===== src/rtl/core_mul_sched_pkg.sv =====
`default_nettype none
// ============================================================================
//  Module      : core_mul_pkg
//  Description : Shared types and constants for the multiplier scheduler:
//                RV64M multiply op encoding, scheduler FSM states and the
//                widths used for word ops and the double-width product.
//  Ports       : none (package)
//  Revision    : 1.0 - initial release
// ============================================================================
package core_mul_pkg;

   localparam int unsigned XLEN_DEF = 64;
   localparam int unsigned WORD_W   = 32;
   localparam int unsigned PROD_W   = 2 * XLEN_DEF;

   // Encoding matches the request op field driven by the execute stages.
   typedef enum logic [1:0] {
      MUL    = 2'b00,
      MULH   = 2'b01,
      MULHSU = 2'b10,
      MULHU  = 2'b11
   } mul_op_e;

   typedef enum logic [2:0] {
      IDLE  = 3'd0,
      ISSUE = 3'd1,
      WAIT  = 3'd2,
      ZERO  = 3'd3,
      RESP  = 3'd4
   } sched_state_e;

endpackage : core_mul_pkg
`default_nettype wire


===== src/rtl/core_mul_sched_if.sv =====
`default_nettype none
// ============================================================================
//  Module      : core_mul_sched_if
//  Description : Bundle of the requester handshakes and the multiplier
//                engine connection seen by core_mul_sched. Member names are
//                written from the scheduler's point of view (i_ = into it).
//  Modports    : slave  - the scheduler
//                master - requesters plus the shift-add engine
//  Revision    : 1.0 - initial release
// ============================================================================
interface core_mul_sched_if
   import core_mul_pkg::*;
#(
   parameter int unsigned XLEN    = XLEN_DEF,
   parameter int unsigned NUM_REQ = 2
);

   logic [NUM_REQ-1:0]      i_req_valid;
   logic [NUM_REQ-1:0]      o_req_ready;
   logic [NUM_REQ*2-1:0]    i_req_op;
   logic [NUM_REQ-1:0]      i_req_word;
   logic [NUM_REQ*XLEN-1:0] i_req_rs1;
   logic [NUM_REQ*XLEN-1:0] i_req_rs2;
   logic [NUM_REQ-1:0]      o_rsp_valid;
   logic [NUM_REQ-1:0]      i_rsp_ready;
   logic [XLEN-1:0]         o_rsp_data;
   logic                    o_mul_en;
   logic [XLEN-1:0]         o_mul_multiplicand;
   logic [XLEN-1:0]         o_mul_multiplier;
   logic                    i_mul_done;
   logic [2*XLEN-1:0]       i_mul_product;

   modport slave (
      input  i_req_valid, i_req_op, i_req_word, i_req_rs1, i_req_rs2,
      input  i_rsp_ready, i_mul_done, i_mul_product,
      output o_req_ready, o_rsp_valid, o_rsp_data,
      output o_mul_en, o_mul_multiplicand, o_mul_multiplier
   );

   modport master (
      output i_req_valid, i_req_op, i_req_word, i_req_rs1, i_req_rs2,
      output i_rsp_ready, i_mul_done, i_mul_product,
      input  o_req_ready, o_rsp_valid, o_rsp_data,
      input  o_mul_en, o_mul_multiplicand, o_mul_multiplier
   );

endinterface : core_mul_sched_if
`default_nettype wire


===== src/rtl/core_mul_sched_rr_arbiter.sv =====
`default_nettype none
// ============================================================================
//  Module      : core_rr_arbiter
//  Description : Round-robin arbiter. Searches the request vector starting
//                at the pointer and grants the first requester found; the
//                pointer moves past the winner on every grant.
//  Ports       : i_booth_clk/i_booth_rstn - clock, async active-low reset
//                req       - request vector
//                en        - arbitration enable (no grant when low)
//                grant     - one-hot grant
//                grant_idx - index of the granted requester
//  Revision    : 1.0 - initial release
// ============================================================================
module core_rr_arbiter #(
   parameter  int unsigned N  = 2,
   localparam int unsigned IW = (N > 1) ? $clog2(N) : 1
) (
   input  logic          i_booth_clk,
   input  logic          i_booth_rstn,
   input  logic [N-1:0]  req,
   input  logic          en,
   output logic [N-1:0]  grant,
   output logic [IW-1:0] grant_idx
);

   logic [IW-1:0] ptr;
   logic [IW-1:0] cand;
   logic          found;

   always_comb begin
      grant     = '0;
      grant_idx = '0;
      found     = 1'b0;
      cand      = '0;
      for (int i = 0; i < int'(N); i++) begin
         cand = IW'((int'(ptr) + i) % int'(N));
         if (en && !found && req[cand]) begin
            grant[cand] = 1'b1;
            grant_idx   = cand;
            found       = 1'b1;
         end
      end
   end

   always_ff @(posedge i_booth_clk or negedge i_booth_rstn) begin
      if (!i_booth_rstn) begin
         ptr <= '0;
      end else if (found) begin
         if (int'(grant_idx) == int'(N) - 1) begin
            ptr <= '0;
         end else begin
            ptr <= grant_idx + IW'(1);
         end
      end
   end

endmodule : core_rr_arbiter
`default_nettype wire


===== src/rtl/core_mul_sched.sv =====
`default_nettype none
// ============================================================================
//  Module      : core_mul_sched
//  Description : Shares one unsigned iterative multiplier among NUM_REQ
//                execute stages and implements MUL/MULH/MULHSU/MULHU/MULW on
//                top of it (sign conditioning, result negation, half/word
//                selection). Zero operands bypass the engine.
//  Ports       : i_booth_clk/i_booth_rstn - clock, async active-low reset
//                bus (slave) - request/response handshakes per requester
//                              and the engine start/operands/done/product
//  Revision    : 1.0 - initial release
// ============================================================================
module core_mul_sched
   import core_mul_pkg::*;
#(
   parameter int unsigned XLEN    = XLEN_DEF,
   parameter int unsigned NUM_REQ = 2
) (
   input  logic            i_booth_clk,
   input  logic            i_booth_rstn,
   core_mul_sched_if.slave bus
);

   localparam int unsigned IW    = (NUM_REQ > 1) ? $clog2(NUM_REQ) : 1;
   localparam int unsigned PRODW = 2 * XLEN;

   sched_state_e        state, state_nx;
   logic [IW-1:0]       owner;
   mul_op_e             op_q;
   logic                word_q;
   logic                neg_q;
   logic [XLEN-1:0]     mcand;
   logic [XLEN-1:0]     mplier;
   logic [XLEN-1:0]     result;

   logic                arb_en;
   logic [NUM_REQ-1:0]  grant;
   logic [IW-1:0]       grant_idx;
   logic                req_hs;

   mul_op_e             sel_op;
   logic                sel_word;
   logic [XLEN-1:0]     sel_a, sel_b;
   logic [XLEN-1:0]     eff_a, eff_b;
   logic [XLEN-1:0]     mag_a, mag_b;
   logic                sa, sb;
   logic                zero_opnd;

   logic [PRODW-1:0]    prod_s;
   logic [XLEN-1:0]     res_c;
   logic                mul_en_c;
   logic [NUM_REQ-1:0]  rsp_valid_c;

   // Reset gates the grant so that o_req_ready is low during reset even
   // while requesters keep their valids up.
   assign arb_en = (state == IDLE) && i_booth_rstn;

   core_rr_arbiter #(
      .N (NUM_REQ)
   ) u_arb (
      .i_booth_clk  (i_booth_clk),
      .i_booth_rstn (i_booth_rstn),
      .req          (bus.i_req_valid),
      .en           (arb_en),
      .grant        (grant),
      .grant_idx    (grant_idx)
   );

   assign req_hs = |grant;

   // Fields of the requester currently being granted.
   assign sel_op   = mul_op_e'(bus.i_req_op[int'(grant_idx)*2 +: 2]);
   assign sel_word = bus.i_req_word[grant_idx];
   assign sel_a    = bus.i_req_rs1[int'(grant_idx)*int'(XLEN) +: XLEN];
   assign sel_b    = bus.i_req_rs2[int'(grant_idx)*int'(XLEN) +: XLEN];

   // Word ops use the zero-extended low halves as unsigned operands; the
   // low 32 product bits do not depend on signedness.
   assign eff_a = sel_word ? {{(XLEN-WORD_W){1'b0}}, sel_a[WORD_W-1:0]} : sel_a;
   assign eff_b = sel_word ? {{(XLEN-WORD_W){1'b0}}, sel_b[WORD_W-1:0]} : sel_b;

   assign sa = !sel_word && ((sel_op == MULH) || (sel_op == MULHSU)) && eff_a[XLEN-1];
   assign sb = !sel_word && (sel_op == MULH) && eff_b[XLEN-1];

   // -(-2^63) wraps back to 2^63, which is the correct unsigned magnitude.
   assign mag_a = sa ? -eff_a : eff_a;
   assign mag_b = sb ? -eff_b : eff_b;

   assign zero_opnd = (eff_a == '0) || (eff_b == '0);

   assign prod_s = neg_q ? -bus.i_mul_product : bus.i_mul_product;

   always_comb begin
      res_c = prod_s[XLEN-1:0];
      if (word_q) begin
         res_c = {{(XLEN-WORD_W){prod_s[WORD_W-1]}}, prod_s[WORD_W-1:0]};
      end else if (op_q != MUL) begin
         res_c = prod_s[PRODW-1:XLEN];
      end
   end

   always_comb begin
      state_nx    = state;
      mul_en_c    = 1'b0;
      rsp_valid_c = '0;
      case (state)
         IDLE: begin
            if (req_hs) begin
               state_nx = zero_opnd ? ZERO : ISSUE;
            end
         end
         ISSUE: begin
            mul_en_c = 1'b1;
            state_nx = WAIT;
         end
         WAIT: begin
            if (bus.i_mul_done) begin
               state_nx = RESP;
            end
         end
         ZERO: begin
            state_nx = RESP;
         end
         RESP: begin
            rsp_valid_c[owner] = 1'b1;
            if (bus.i_rsp_ready[owner]) begin
               state_nx = IDLE;
            end
         end
         default: begin
            state_nx = IDLE;
         end
      endcase
   end

   always_ff @(posedge i_booth_clk or negedge i_booth_rstn) begin
      if (!i_booth_rstn) begin
         state <= IDLE;
      end else begin
         state <= state_nx;
      end
   end

   always_ff @(posedge i_booth_clk or negedge i_booth_rstn) begin
      if (!i_booth_rstn) begin
         owner  <= '0;
         op_q   <= MUL;
         word_q <= 1'b0;
         neg_q  <= 1'b0;
         mcand  <= '0;
         mplier <= '0;
         result <= '0;
      end else begin
         if ((state == IDLE) && req_hs) begin
            owner  <= grant_idx;
            op_q   <= sel_op;
            word_q <= sel_word;
            neg_q  <= sa ^ sb;
            mcand  <= mag_a;
            mplier <= mag_b;
         end
         if ((state == WAIT) && bus.i_mul_done) begin
            result <= res_c;
         end
         if (state == ZERO) begin
            result <= '0;
         end
      end
   end

   assign bus.o_req_ready        = grant;
   assign bus.o_mul_en           = mul_en_c;
   assign bus.o_mul_multiplicand = mcand;
   assign bus.o_mul_multiplier   = mplier;
   assign bus.o_rsp_valid        = rsp_valid_c;
   assign bus.o_rsp_data         = result;

endmodule : core_mul_sched
`default_nettype wire


===== src/flat_wrapper.sv =====
// flat-port wrapper written by rule: the top's interface ports become plain ports
module core_mul_sched_flat import core_mul_pkg::*;
#(
   parameter int unsigned XLEN    = XLEN_DEF,
   parameter int unsigned NUM_REQ = 2
)
  (i_booth_clk, i_booth_rstn, bus_i_req_valid, bus_i_req_op, bus_i_req_word, bus_i_req_rs1, bus_i_req_rs2, bus_i_rsp_ready, bus_i_mul_done, bus_i_mul_product, bus_o_req_ready, bus_o_rsp_valid, bus_o_rsp_data, bus_o_mul_en, bus_o_mul_multiplicand, bus_o_mul_multiplier);
  core_mul_sched_if #(.XLEN(XLEN), .NUM_REQ(NUM_REQ)) bus_i ();
  input  logic i_booth_clk;
  input  logic i_booth_rstn;
  input wire logic [$bits(bus_i.i_req_valid)-1:0] bus_i_req_valid;
  input wire logic [$bits(bus_i.i_req_op)-1:0] bus_i_req_op;
  input wire logic [$bits(bus_i.i_req_word)-1:0] bus_i_req_word;
  input wire logic [$bits(bus_i.i_req_rs1)-1:0] bus_i_req_rs1;
  input wire logic [$bits(bus_i.i_req_rs2)-1:0] bus_i_req_rs2;
  input wire logic [$bits(bus_i.i_rsp_ready)-1:0] bus_i_rsp_ready;
  input wire logic [$bits(bus_i.i_mul_done)-1:0] bus_i_mul_done;
  input wire logic [$bits(bus_i.i_mul_product)-1:0] bus_i_mul_product;
  output wire logic [$bits(bus_i.o_req_ready)-1:0] bus_o_req_ready;
  output wire logic [$bits(bus_i.o_rsp_valid)-1:0] bus_o_rsp_valid;
  output wire logic [$bits(bus_i.o_rsp_data)-1:0] bus_o_rsp_data;
  output wire logic [$bits(bus_i.o_mul_en)-1:0] bus_o_mul_en;
  output wire logic [$bits(bus_i.o_mul_multiplicand)-1:0] bus_o_mul_multiplicand;
  output wire logic [$bits(bus_i.o_mul_multiplier)-1:0] bus_o_mul_multiplier;
  assign bus_i.i_req_valid = bus_i_req_valid;
  assign bus_i.i_req_op = bus_i_req_op;
  assign bus_i.i_req_word = bus_i_req_word;
  assign bus_i.i_req_rs1 = bus_i_req_rs1;
  assign bus_i.i_req_rs2 = bus_i_req_rs2;
  assign bus_i.i_rsp_ready = bus_i_rsp_ready;
  assign bus_i.i_mul_done = bus_i_mul_done;
  assign bus_i.i_mul_product = bus_i_mul_product;
  assign bus_o_req_ready = bus_i.o_req_ready;
  assign bus_o_rsp_valid = bus_i.o_rsp_valid;
  assign bus_o_rsp_data = bus_i.o_rsp_data;
  assign bus_o_mul_en = bus_i.o_mul_en;
  assign bus_o_mul_multiplicand = bus_i.o_mul_multiplicand;
  assign bus_o_mul_multiplier = bus_i.o_mul_multiplier;
  core_mul_sched #(.XLEN(XLEN), .NUM_REQ(NUM_REQ)) u_core (.i_booth_clk(i_booth_clk), .i_booth_rstn(i_booth_rstn), .bus(bus_i));
endmodule

===== config.mk =====
export PLATFORM = sky130hd
export DESIGN_NAME = core_mul_sched_flat
export DESIGN_NICKNAME = d
export VERILOG_FILES = /design/src/rtl/core_mul_sched_pkg.sv /design/src/rtl/core_mul_sched_if.sv /design/src/rtl/core_mul_sched_rr_arbiter.sv /design/src/rtl/core_mul_sched.sv /design/src/flat_wrapper.sv
export SDC_FILE = /design/constraint.sdc
export NUM_CORES = 1
export LEC_CHECK = 0
export ABC_AREA = 1
export CELL_PAD_IN_SITES_DETAIL_PLACEMENT = 0
export CELL_PAD_IN_SITES_GLOBAL_PLACEMENT = 2
export CORE_AREA = 2 2 316 255
export CTS_BUF_LIST = sky130_fd_sc_hd__clkbuf_2 sky130_fd_sc_hd__clkbuf_4 sky130_fd_sc_hd__clkbuf_8
export DETAILED_ROUTE_END_ITERATION = 8
export DIE_AREA = 0 0 318 257
export GPL_TIMING_DRIVEN = 0
export PLACE_DENSITY = 0.89
export SYNTH_ARGS = -nofsm -noshare
export SYNTH_HDL_FRONTEND = slang
export SYNTH_SLANG_ARGS = --single-unit

===== constraint.sdc =====
create_clock -name i_booth_clk -period 5.6 [get_ports i_booth_clk]
set_clock_uncertainty 0.15 [all_clocks]
set_input_delay 1.12 -clock i_booth_clk [delete_from_list [all_inputs] [get_ports i_booth_clk]]
set_output_delay 1.12 -clock i_booth_clk [all_outputs]
set_load 0.005 [all_outputs]

After elaboration in Yosys (flattened, before gate mapping)

Cells that the tools add are included.

Register bits after elaboration: 201

Add/sub/neg operators: 5
Order comparisons: 7
Equal/unequal tests: 9
Shift operators: 3
Muxes and demuxes: 37
Bitwise operators: 2
Reduce and logical (&&, ||, !) cells: 24

Operator list:

| cell                                                                  | count |
|---|---|
| 64-bit 2-to-1 mux                                                     | 8 |
| 128-bit by 8-bit indexed part select with 64-bit output               | 2 |
| 64-bit zero test                                                      | 2 |
| 128-bit 2-to-1 mux                                                    | 1 |
| 128-bit negator                                                       | 1 |
| 64-bit negator                                                        | 2 |
| 1-bit 2-to-1 mux                                                      | 17 |
| 3-bit one-hot mux with 5 select lines                                 | 1 |
| 1-bit logical AND                                                     | 13 |
| 3-bit 2-to-1 mux                                                      | 3 |
| 1-bit by 2-bit < comparator with 1-bit output (second input constant) | 4 |
| 2-bit 2-to-1 mux                                                      | 4 |
| 3-bit by 2-bit == test with 1-bit output (second input constant)      | 2 |
| 2-bit by 1-bit != test with 1-bit output (second input constant)      | 2 |
| 2-bit nonzero test                                                    | 2 |
| 4-bit by 3-bit indexed part select with 2-bit output                  | 1 |
| 1-bit demux with 1-bit select                                         | 3 |
| 3-bit by 1-bit == test with 1-bit output (second input constant)      | 1 |
| 3-bit == test (second input constant)                                 | 1 |
| 1-bit greater-or-equal comparator (second input constant)             | 3 |
| 3-bit zero test                                                       | 1 |
| 3-bit AND reduction                                                   | 1 |
| 1-bit adder (second input constant)                                   | 2 |
| 2-bit by 1-bit == test with 1-bit output (second input constant)      | 1 |
| other kinds (7)                                                       | 9 |

Depth between registers and ports, before layout

Gate-level depths: netlist (run 1).

Depth in word-level cells: 16
Depth in mapped cells: 20

Modules after synthesis

From an unflattened synthesis (run 1), not the netlist that was laid out.

Cells, all modules: 3456
Area total of the unflattened synthesis: 19453.7 sq um

By module, submodules not included:

| module          | instances | cells each | area an instance (sq um) | sequential area each (sq um) |
|---|---|---|---|---|
| core_mul_sched  | 1         | 3446       | 19387.3                  | 5004.8 |
| core_rr_arbiter | 1         | 10         | 66.3                     | 25.0 |

Worst setup path before layout (run 1)

Ideal clock, no wire load.

Path kind: in2reg
Start: input bus_i_req_valid[0]
End: register u_core.mcand[53] (netlist: u_core.bus.o_mul_multiplicand[53])
Setup time: 118 ps
Arrival time: 3441 ps
Required time: 5332 ps
Setup slack: 1891 ps
Stages on the path: 16
Path through: nand2_2 > inv_2 > nor2_8 > buf_4 > buf_4 > buf_2 > mux2i_1 > ha_1 > nor2_4 > buf_2 > buf_2 > o21ai_0 > nand3_1 > nand2_1 > nand3_1 > nand2_1

Elaborated cells between the ends (all ways): 29
Those cells by class: add/sub: 1; eq/ne: 2; shift: 2; mux: 13; bitwise: 1; reduce/logical: 10

RTL lines:

| what                                                | line                            | text |
|---|---|---|
| start, declared                                     | flat_wrapper.sv:11              | `input wire logic [$bits(bus_i.i_req_valid)-1:0] bus_i_req_valid;` |
| 1-bit 2-to-1 mux (implied by the code) (2 in a row) | core_mul_sched_rr_arbiter.sv:37 | `if (en && !found && req[cand]) begin` |
| 1-bit logical AND                                   | core_mul_sched_rr_arbiter.sv:37 |  |
| 1-bit 2-to-1 mux                                    | core_mul_sched_rr_arbiter.sv:37 |  |
| 1-bit zero test                                     | core_mul_sched_rr_arbiter.sv:37 |  |
| 1-bit logical AND (2 in a row)                      | core_mul_sched_rr_arbiter.sv:37 |  |
| 2-bit 2-to-1 mux (*)                                | core_mul_sched_rr_arbiter.sv:37 |  |
| net bus_o_req_ready[1]                              | flat_wrapper.sv:19              | `output wire logic [$bits(bus_i.o_req_ready)-1:0] bus_o_req_ready;` |
| 2-bit OR reduction (*)                              | core_mul_sched.sv:69            | `assign req_hs = \|grant;` |
| 1-bit logical AND (*)                               | core_mul_sched.sv:154           | `if ((state == IDLE) && req_hs) begin` |
| end signal, assigned                                | core_mul_sched.sv:159           | `mcand <= mag_a;` |
| end, declared                                       | core_mul_sched.sv:32            | `logic [XLEN-1:0] mcand;` |

The timed path passes the listed nets; every way through them passes the cells marked *. The select of a mux whose other input is x is not followed.
A chain may end at the register's enable or synchronous reset.

Worst setup path after layout (run 1)

Start: input i_booth_rstn
End: register u_core.mcand[45] (netlist: u_core.bus.o_mul_multiplicand[45])

Longest elaborated chain between the ends: 13
Elaborated cells between the ends (all ways): 26
Those cells by class: add/sub: 1; eq/ne: 2; shift: 2; mux: 9; bitwise: 1; reduce/logical: 11

RTL lines:

| what                                                                    | line                 | text |
|---|---|---|
| start, declared                                                         | flat_wrapper.sv:10   | `input logic i_booth_rstn;` |
| 1-bit logical AND (*)                                                   | core_mul_sched.sv:56 | `assign arb_en = (state == IDLE) && i_booth_rstn;` |
| parallel branches: the longest is 12 deep, another holds 64-bit negator | -                    |  |

Every way passes the cells marked *. The select of a mux whose other input is x is not followed.

==> results of run 1 <==
==> per-stage QoR <==
stage	cells	util, %	area (sq um)	setup TNS (ps)
CTS	5332	36.3	28500	0
global route	5332	36.3	28500	0
finish	5336	36.3	28500	0
global placement	5263	35.1	27500	-2404080
detailed placement	5264	35.1	27500	-112270
floorplan	3636	-	20300	0
==> state kept, by name, indices dropped and copies added, names as in the netlist <==
register and flops:
u_core.bus.o_mul_multiplicand 64, u_core.bus.o_mul_multiplier 64, u_core.word_q 1, u_core.state 3, u_core.neg_q 1, u_core.op_q 2
u_core.u_arb.ptr 1, u_core.owner 1, u_core.bus.o_rsp_data 64
==> worst reg2reg max path, stage by stage, from the launching register on <==
cell and delay, ps:
dfrtp_1 450, nor2_4 180, nand4_4 260, nor2_8 260, buf_4 350, buf_4 420, mux2i_4 470, ha_1 350
nor2_4 220, buf_4 240, buf_2 310, nand2_1 270, nand2_1 130, nand3_1 70, nand3_1 250, nand2_1 90
==> final timing paths <==
check | slack [ps] | start | to | cells past startpoint
max in group asynchronous | 4200 | i_booth_rstn | u_core.bus.o_rsp_data[21] | 2
min in group i_booth_clk | 330 | u_core.bus.o_rsp_data[46] | u_core.bus.o_rsp_data[46] | 2
setup / recovery | 350 | i_booth_rstn | u_core.bus.o_mul_multiplicand[45] | 16
hold reg to reg | 330 | u_core.bus.o_rsp_data[46] | u_core.bus.o_rsp_data[46] | 2
setup reg to reg | 1030 | u_core.state[1] | u_core.bus.o_mul_multiplicand[45] | 15
hold / removal | 230 | i_booth_rstn | u_core.bus.o_rsp_data[3] | 1
==> power by group through the flow <==
stage               combinational, mW  sequential [mW]  clock (mW)
floorplan                        3.22             2.57           0
global placement                 7.15             2.63           0
finish                           7.24             2.63        1.76
CTS                              7.18             2.62        1.80
detailed placement               7.14             2.62           0
global route                     7.79             2.70        1.84
==> cells in the mapped netlist (3+ instances only) <==
master and instances:
dfrtp_1 201, or2_2 4, a21oi_1 58, nor3_1 18
nand3_1 255, buf_2 32, xor2_1 84, nand3b_1 13
nor2_4 8, o31ai_1 5, nor2_1 464, o211ai_1 10
nand2_2 19, inv_1 302, o221ai_1 4, xnor2_1 20
nor2_2 19, nand4_1 108, and2_1 7, ha_1 4
o21ai_0 204, clkbuf_1 70, a21o_1 3, o21ai_2 8
buf_6 15, buf_4 11, o21ai_1 55, o21bai_1 21
a31oi_1 10, inv_2 6, buf_1 5, nand2_1 1569
==> routing by layer <==
metal  wire length (um)  share of wire [%]  global-route usage (%)
met2              59800                 43                    51.1
met1              58800                 43                    43.9
met4               5120                3.7                    10.8
met3              14500                 10                    7.96
met5                101              0.073                       0
==> area by class of cell <==
class	count	area, sq um
Fill cell	8908	49900
Multi-Input combinational cell	2991	13400
Timing Repair Buffer	595	6010
Sequential cell	201	5030
Tap cell	1034	1290
Inverter	310	1160
Clock buffer	56	727
Buffer	133	693
Clock inverter	11	146
Antenna cell	5	12.5
==> what timing repair did <==
action	in CTS	in global routing
hold endpoints to repair	0	0
endpoints found under the setup margin	115	5
buffers inserted	0	0
gates cloned	1	0
gates resized for setup	3	1
==> cell families (layout without fill, tap and decap cells) <==
| kind of cell | count (synthesis) | in the layout | synth area share (%) |
|---|---|---|---|
| adders and majority gates | 4 | 4 | 0.247 |
| other | 0 | 5 | 0 |
| and+or+nand+nor | 2496 | 2496 | 50.7 |
| AOI/OAI and AO/OA | 385 | 385 | 10.5 |
| muxes | 2 | 2 | 0.0987 |
| buffers and inverters | 444 | 1105 | 9.18 |
| DFF | 201 | 201 | 24.8 |
| xor gates and xnor gates | 104 | 104 | 4.49 |
==> flow_results.org, run 1 <==
** Outcome
- The run finished with clean final reports.

** Synth
- Number of distinct library cells after synthesis :: between 40 and 50
- The Yosys step of the flow raised 0 warnings.
- The synthesized design contains about 200 register bits.
- Synthesized cell area :: 20300 sq um
- In the synthesized netlist the async set-or-reset flop fraction comes to 100%.
- Share of the synthesized area in the top cell type :: ~29%
- The number of nets in the synthesized netlist is slightly above 4000.
- Seq/Total Area, Yosys :: around 25%
- The synthesized design contains 0 enable-type register cells.
- Synthesis produced a netlist whose cell count is 3636.
- In this run the mean area of a mapped cell was between 5 and 6 sq um.
- The largest total area in the synthesized netlist belongs to nand2_1.
- By area the synthesized netlist is led by nand2_1 29%, dfrtp_1 25%, nor2_1 8.6%.
- Synth Flop Type :: dfrtp_1

** Hold path
- The min-delay analysis places its worst path in the category primary input to asynchronous set/reset pin.

** Place
- Input and output buffers added on the ports amount to between 500 and 600.
- Worst setup timing slack at the placement stage :: -1250 ps
- Post-DP HPWL :: ~120000 um
- At the end of routability-driven placement, the weighted congestion stood at ~1.1.

** Pwr
- For this design the total switching power over the nets is roughly 6 mW.
- Portion of total power attributed to the clock network :: between 10% and 20%
- The internal power of the cells totals ~5.8 mW.
- Sequential cell fraction of total power :: between 20% and 30%
- Switching part of the total :: roughly 50%
- Overall power after layout :: approximately 12 mW
- Per report_power, the combinational group accounts for 62.3% of the total.
- In this run the static leakage power is between 10 and 15 nW.
- Total power density per cell area :: a little over 400 nW/um^2
- IR drop worst, VDD :: 0.182 mV

** Detailed routing
- For this run, the detailed router's first-pass iteration total came to 6.
- Routed via count :: around 27000
- Final antenna-violating net count :: 0
- Routed wire per std cell :: approximately 26 um
- DR iter-0 viols :: 3021
- In the routed design, unresolved DRC markers number 0.
- Total detailed-routing wirelength :: approximately 140000 um
- Avg Vias per Cell :: 5.13

** STA
- The count of final hold-check violations is 0.
- Relative max-transition margin :: between 20% and 30%
- Worst Slack Setup Final :: ~350 ps
- Highest attainable clock frequency :: around 0.19 GHz
- At the pin with the least slew margin, the transition time is around 1200 ps.
- Hold is met by approximately 230 ps.
- The number of slew-limit violations in the final report was 0.
- Final setup viols :: 0
- Setup repair after global routing left no endpoint under its margin.
- Counting I/O delays and the setup requirement, the final critical path takes approximately 5300 ps.
- The final critical path takes up between 90% and 100% of the cycle.

** GRT
- The first global-routing pass estimated ~190000 um of wire.
- Across every metal layer, demand over resource in global routing totals roughly a third.
- Number of antenna violations at the first check in global routing :: 14
- Global routing finished with a remaining overflow of 0.
- The number of global-route vias before repair was around 26000.
- Entering global routing, the biggest net connects 99 pins.

** Die
- Once the floorplan was initialized, standard cells occupied 25.9% of the core.
- I/O Pins :: 594
- Die Wd :: about 320 um
- The floorplan has between 90 and 100 rows.
- The floorplan step defined a die boundary enclosing ~82000 sq um.
- Area of the core :: between 70000 and 80000 sq um
- Vertical die dimension :: between 200 and 300 um

** Worst setup path
- Standard cell with the maximum stage delay on the critical path :: mux2i_4
- Kind of critical path :: primary input to flip-flop
- At the worst endpoint, the arrival time is around 5600 ps.
- The number of buffers and inverters on the critical path is 6.
- Worst Path Required :: just under 6000 ps
- Type of destination of the critical path :: flip-flop
- Worst Setup Start Kind :: primary input
- Highest cell delay on the worst timing path :: about 440 ps
- The kind of cell with the highest combined delay along the critical path is buffers and inverters.
- Of all nets on the critical path, the largest fanout is between 90 and 100.
- Walking the worst path, the cells encountered are buf_16, buf_16, nand4_4, nor2_8, buf_4, buf_4, mux2i_4, ha_1, nor2_4, buf_4, buf_2, nand2_1, nand2_1, nand3_1, nand3_1, nand2_1.

** Clocking
- The tree built by TritonCTS fans out to 201 sinks.
- TritonCTS built the clock tree.
- CTS H-tree depth :: 2
- In this run the clock root is driven by a clkbuf_8.
- Latest clock arrival within the worst-skew pair :: roughly 660 ps
- Clock slew at reported path FFs :: ~70 ps
- Clock tree synthesis inserted a total of 39 buffers.
- In this run the deepest clock path goes through 3 buffers.
- For this design, the CTS-stage hold fixing added 0 buffers.

** Final layout
- Area growth syn-to-layout :: 40.4%
- Share of post-route cells with drive strength above 1 :: 4.68%
- Most frequent cells in the layout :: 1569 x nand2_1, 592 x clkdlybuf4s50_1, 464 x nor2_1, 302 x inv_1, 255 x nand3_1
- Leaving out fill and tap cells, the most frequent cell in the layout is nand2_1.
- # nets final :: 4672

** Job
- Max-Cap Viols :: 0
No activity file was read; power rests on OpenSTA's default activity.
==> run 2: changes to the inputs <==
--- a/config.mk
+++ b/config.mk
@@ -6,14 +6,15 @@
 export NUM_CORES = 1
 export LEC_CHECK = 0
 export ABC_AREA = 1
+export ABC_CLOCK_PERIOD_IN_PS = 5600
 export CELL_PAD_IN_SITES_DETAIL_PLACEMENT = 0
 export CELL_PAD_IN_SITES_GLOBAL_PLACEMENT = 2
 export CORE_AREA = 2 2 316 255
 export CTS_BUF_LIST = sky130_fd_sc_hd__clkbuf_2 sky130_fd_sc_hd__clkbuf_4 sky130_fd_sc_hd__clkbuf_8
 export DETAILED_ROUTE_END_ITERATION = 8
 export DIE_AREA = 0 0 318 257
-export GPL_TIMING_DRIVEN = 0
 export PLACE_DENSITY = 0.89
+export SLEW_MARGIN = 20
 export SYNTH_ARGS = -nofsm -noshare
 export SYNTH_HDL_FRONTEND = slang
 export SYNTH_SLANG_ARGS = --single-unit
==> run 2 against run 1 <==
Worst setup slack improved by 690 ps. Die area unchanged. Maximum frequency increased by 15%.
==> flow_results.org, run 2 (synthesis gave the netlist of run 1 again) <==
** Final layout
- The final design area excluding fillers was 28200 sq um (was 28500 sq um).
- The number of standard cells in the layout, taps in and fillers out is 5249 (was 5336).
- The core occupancy in the finished layout came to 36.0% (was 36.3%).
- The multi-input combinational cell area is 13400 sq um (about the same).
- Share of post-route cells with drive strength above 1 :: 4.72% (was 4.68%)
- Most frequent cells in the layout: 1569 x nand2_1, 592 x clkdlybuf4s50_1, 461 x nor2_1, 301 x inv_1, 255 x nand3_1 (was 1569 x nand2_1, 592 x clkdlybuf4s50_1, 464 x nor2_1, 302 x inv_1, 255 x nand3_1).
- Number of inserted filler cells in the final layout :: 8827 (was 8908)
- The area of all sequential standard cells is 5030 sq um (about the same).
- The area growth from synthesis to layout came to 39.1% (was 40.4%).
- Most common cell after layout, fill and taps aside :: nand2_1 (unchanged)
- # nets final :: 4586 (was 4672)

** STA
- The minimum period implied by the final worst setup slack is 4560 ps (was 5250 ps).
- Post-route setup TNS :: 0 ps (unchanged)
- The total setup violations reported at the end of the flow came to 0 (unchanged).
- Hold WS :: 247 ps (was 234 ps)
- Final hold violation count :: 0 (unchanged)
- The final critical-path setup slack is 1040 ps (was 345 ps).
- Relative max-transition margin :: 29.7% (was 21.2%)
- Worst Max-Slew Pin Slew :: 1050 ps (was 1180 ps)
- Final worst path period share :: 81.5% (was 93.8%)
- Unrepaired setup endpoints after global routing :: no (unchanged)
- The achievable clock frequency came to 0.219 GHz (was 0.190 GHz).
- The number of slew-limit violations in the final report is 0 (unchanged).

** Detailed routing
- Routed via count :: 26200 (was 27400)
- Avg Vias per Cell :: 5.00 (was 5.13)
- DR iter-0 viols :: 2721 (was 3021)
- Routed wire per std cell :: 23.4 um (was 25.9 um)
- Total detailed-routing wirelength :: 123000 um (was 138000 um)
- The number of antenna-violating nets in the routed design was 0 (unchanged).
- The number of iterations in the first detailed-routing pass is 8 (was 6).
- Number of design rule violations left after detail routing :: 0 (unchanged)

** Die
- Initial Util :: 25.9% (unchanged)
- The area enclosed by the die boundary is 81700 sq um (unchanged).
- Area of the core :: 78400 sq um (unchanged)
- Vertical die dimension :: 257 um (unchanged)
- Total number of placement rows :: 92 (unchanged)
- Die Wd :: 318 um (unchanged)
- The number of top-level pins is 594 (unchanged).

** Job
- Max-Cap Viols :: 0 (unchanged)

** Pwr
- The relative contribution of the clock network to total power is 16.3% (was 15.1%).
- The largest voltage drop on the vdd net is 0.171 mV (was 0.182 mV).
- The net switching power is 5.41 mW (was 5.84 mW).
- Total power density per cell area :: 397 nW/um^2 (was 409 nW/um^2)
- The part of the power in registers was 24.4% (was 22.6%).
- The leakage power of the design was 13.4 nW (was 13.5 nW).
- The switching part of the total power was 48.3% (was 50.2%).
- Int Power :: 5.79 mW (was 5.80 mW)
- The part of the total power dissipated in combinational logic was 59.2% (was 62.3%).
- Overall power after layout :: 11.2 mW (was 11.6 mW)

** Clocking
- Bufs on Longest Clock Path :: 3 (unchanged)
- Setup bufs post-CTS :: 0 (unchanged)
- CTS tree :: done (unchanged)
- The quantity of hold-fixing buffers added after cts came to 0 (unchanged).
- The number of gates resized after CTS was 0 (was 3).
- Latest clock arrival within the worst-skew pair :: 650 ps (was 660 ps)
- The clock transition time at the flip-flop clock pins of the worst setup and hold paths is 70 ps (about the same).
- The number of clock sinks is 201 (unchanged).
- CTS H-tree depth :: 2 (unchanged)
- Inserted Clock Buffers :: 42 (was 39)
- The clock root buffer master is clkbuf_8 (unchanged).

** Worst setup path
- Worst Setup Start Kind :: primary input (unchanged)
- The maximum net fanout on the critical path came to 71 (was 98).
- Kind of critical path :: primary input to output port (was primary input to flip-flop)
- Slack of the worst reg-to-reg path :: 1710 ps (was 1030 ps)
- Reg-to-Reg End :: u_core.bus.o_mul_multiplier[21] (was u_core.bus.o_mul_multiplicand[45])
- Reg-to-reg critical path startpoint :: u_core.state[1] (unchanged)
- The critical path endpoint category is an output port (was flip-flop).
- Worst Path Required :: 4330 ps (was 5950 ps)
- Number of cells traversed by the worst register-to-register path :: 11 (was 15)
- Worst EP arrival :: 3290 ps (was 5600 ps)

** Place
- Placed cell count :: 5175 (was 5264)
- Total cell area at the placement stage :: 27300 sq um (was 27500 sq um)
- The number of port buffers is 593 (unchanged).
- Worst setup timing slack at the placement stage :: 750 ps (was -1250 ps)
- The HPWL reported at the end of detailed placement is 102000 um (was 116000 um).
- The routability congestion estimate from global placement came to 0.996 (was 1.06).

** GRT
- Pin count of the biggest net entering global routing :: 185 (was 99)
- Vias in the first global route :: 25100 (was 26000)
- The total grt overflow is 0 (unchanged).
- The initial antenna violation count came to 8 (was 14).
- The wire length of the first global-routing pass was 175000 um (was 192000 um).
- Global-route usage over all layers :: 29.1% (was 32.7%)

** Outcome
- Status :: complete, no violations (unchanged)

** Hold path
- Kind of path behind the tightest hold check :: primary input to asynchronous set/reset pin (unchanged)
## run 2: cell type report
class | count | area share, %
clock inverter | 13 | 0.568
sequential | 201 | 17.8
timing repair buffer | 639 | 22.6
tap | 1034 | 4.59
inverter | 310 | 4.12
antenna | 2 | 0.0177
clock buffer | 59 | 2.70
multi-input combinational | 2991 | 47.6
## run 2: power by group through the flow
stage | clock network (mW) | registers [mW] | logic (mW)
2_1_floorplan | 0 | 2.57 | 3.22
3_3_place_gp | 0 | 2.75 | 6.60
3_5_place_dp | 0 | 2.73 | 6.60
4_1_cts | 1.88 | 2.74 | 6.62
5_1_grt | 1.94 | 2.81 | 7.24
6_report | 1.83 | 2.74 | 6.64
## run 2: worst max-delay path by stage
stage                               from  slack [ps]  cells after the start                                 to
CTS                   bus_i_req_valid[1]        1050                      5                 bus_o_req_ready[1]
global placement      bus_i_req_valid[1]         780                     15  u_core.bus.o_mul_multiplicand[52]
global route          bus_i_req_valid[0]         960                      6                 bus_o_req_ready[1]
detailed placement  bus_i_mul_product[0]         750                     16          u_core.bus.o_rsp_data[34]
floorplan             bus_i_req_valid[0]        1890                     16  u_core.bus.o_mul_multiplicand[53]
finish                bus_i_req_valid[1]        1040                      5                 bus_o_req_ready[1]
## run 2: critical path, stage by stage
cell	delay, ps
clkdlybuf4s50_1	600
nand4_4	170
nor2_8	450
buf_12	310
clkdlybuf4s50_1	570
## run 2: metal layers
metal | global-route usage (%) | wire, um | part of all wire, % | vias up
li1 | - | - | - | 12600
met1 | 40.7 | 56200 | 46 | 12300
met2 | 46.4 | 54400 | 44 | 1099
met3 | 5.73 | 9800 | 8.0 | 144
met4 | 6.27 | 2500 | 2.0 | 6
met5 | 0 | 37 | 0.030 | -
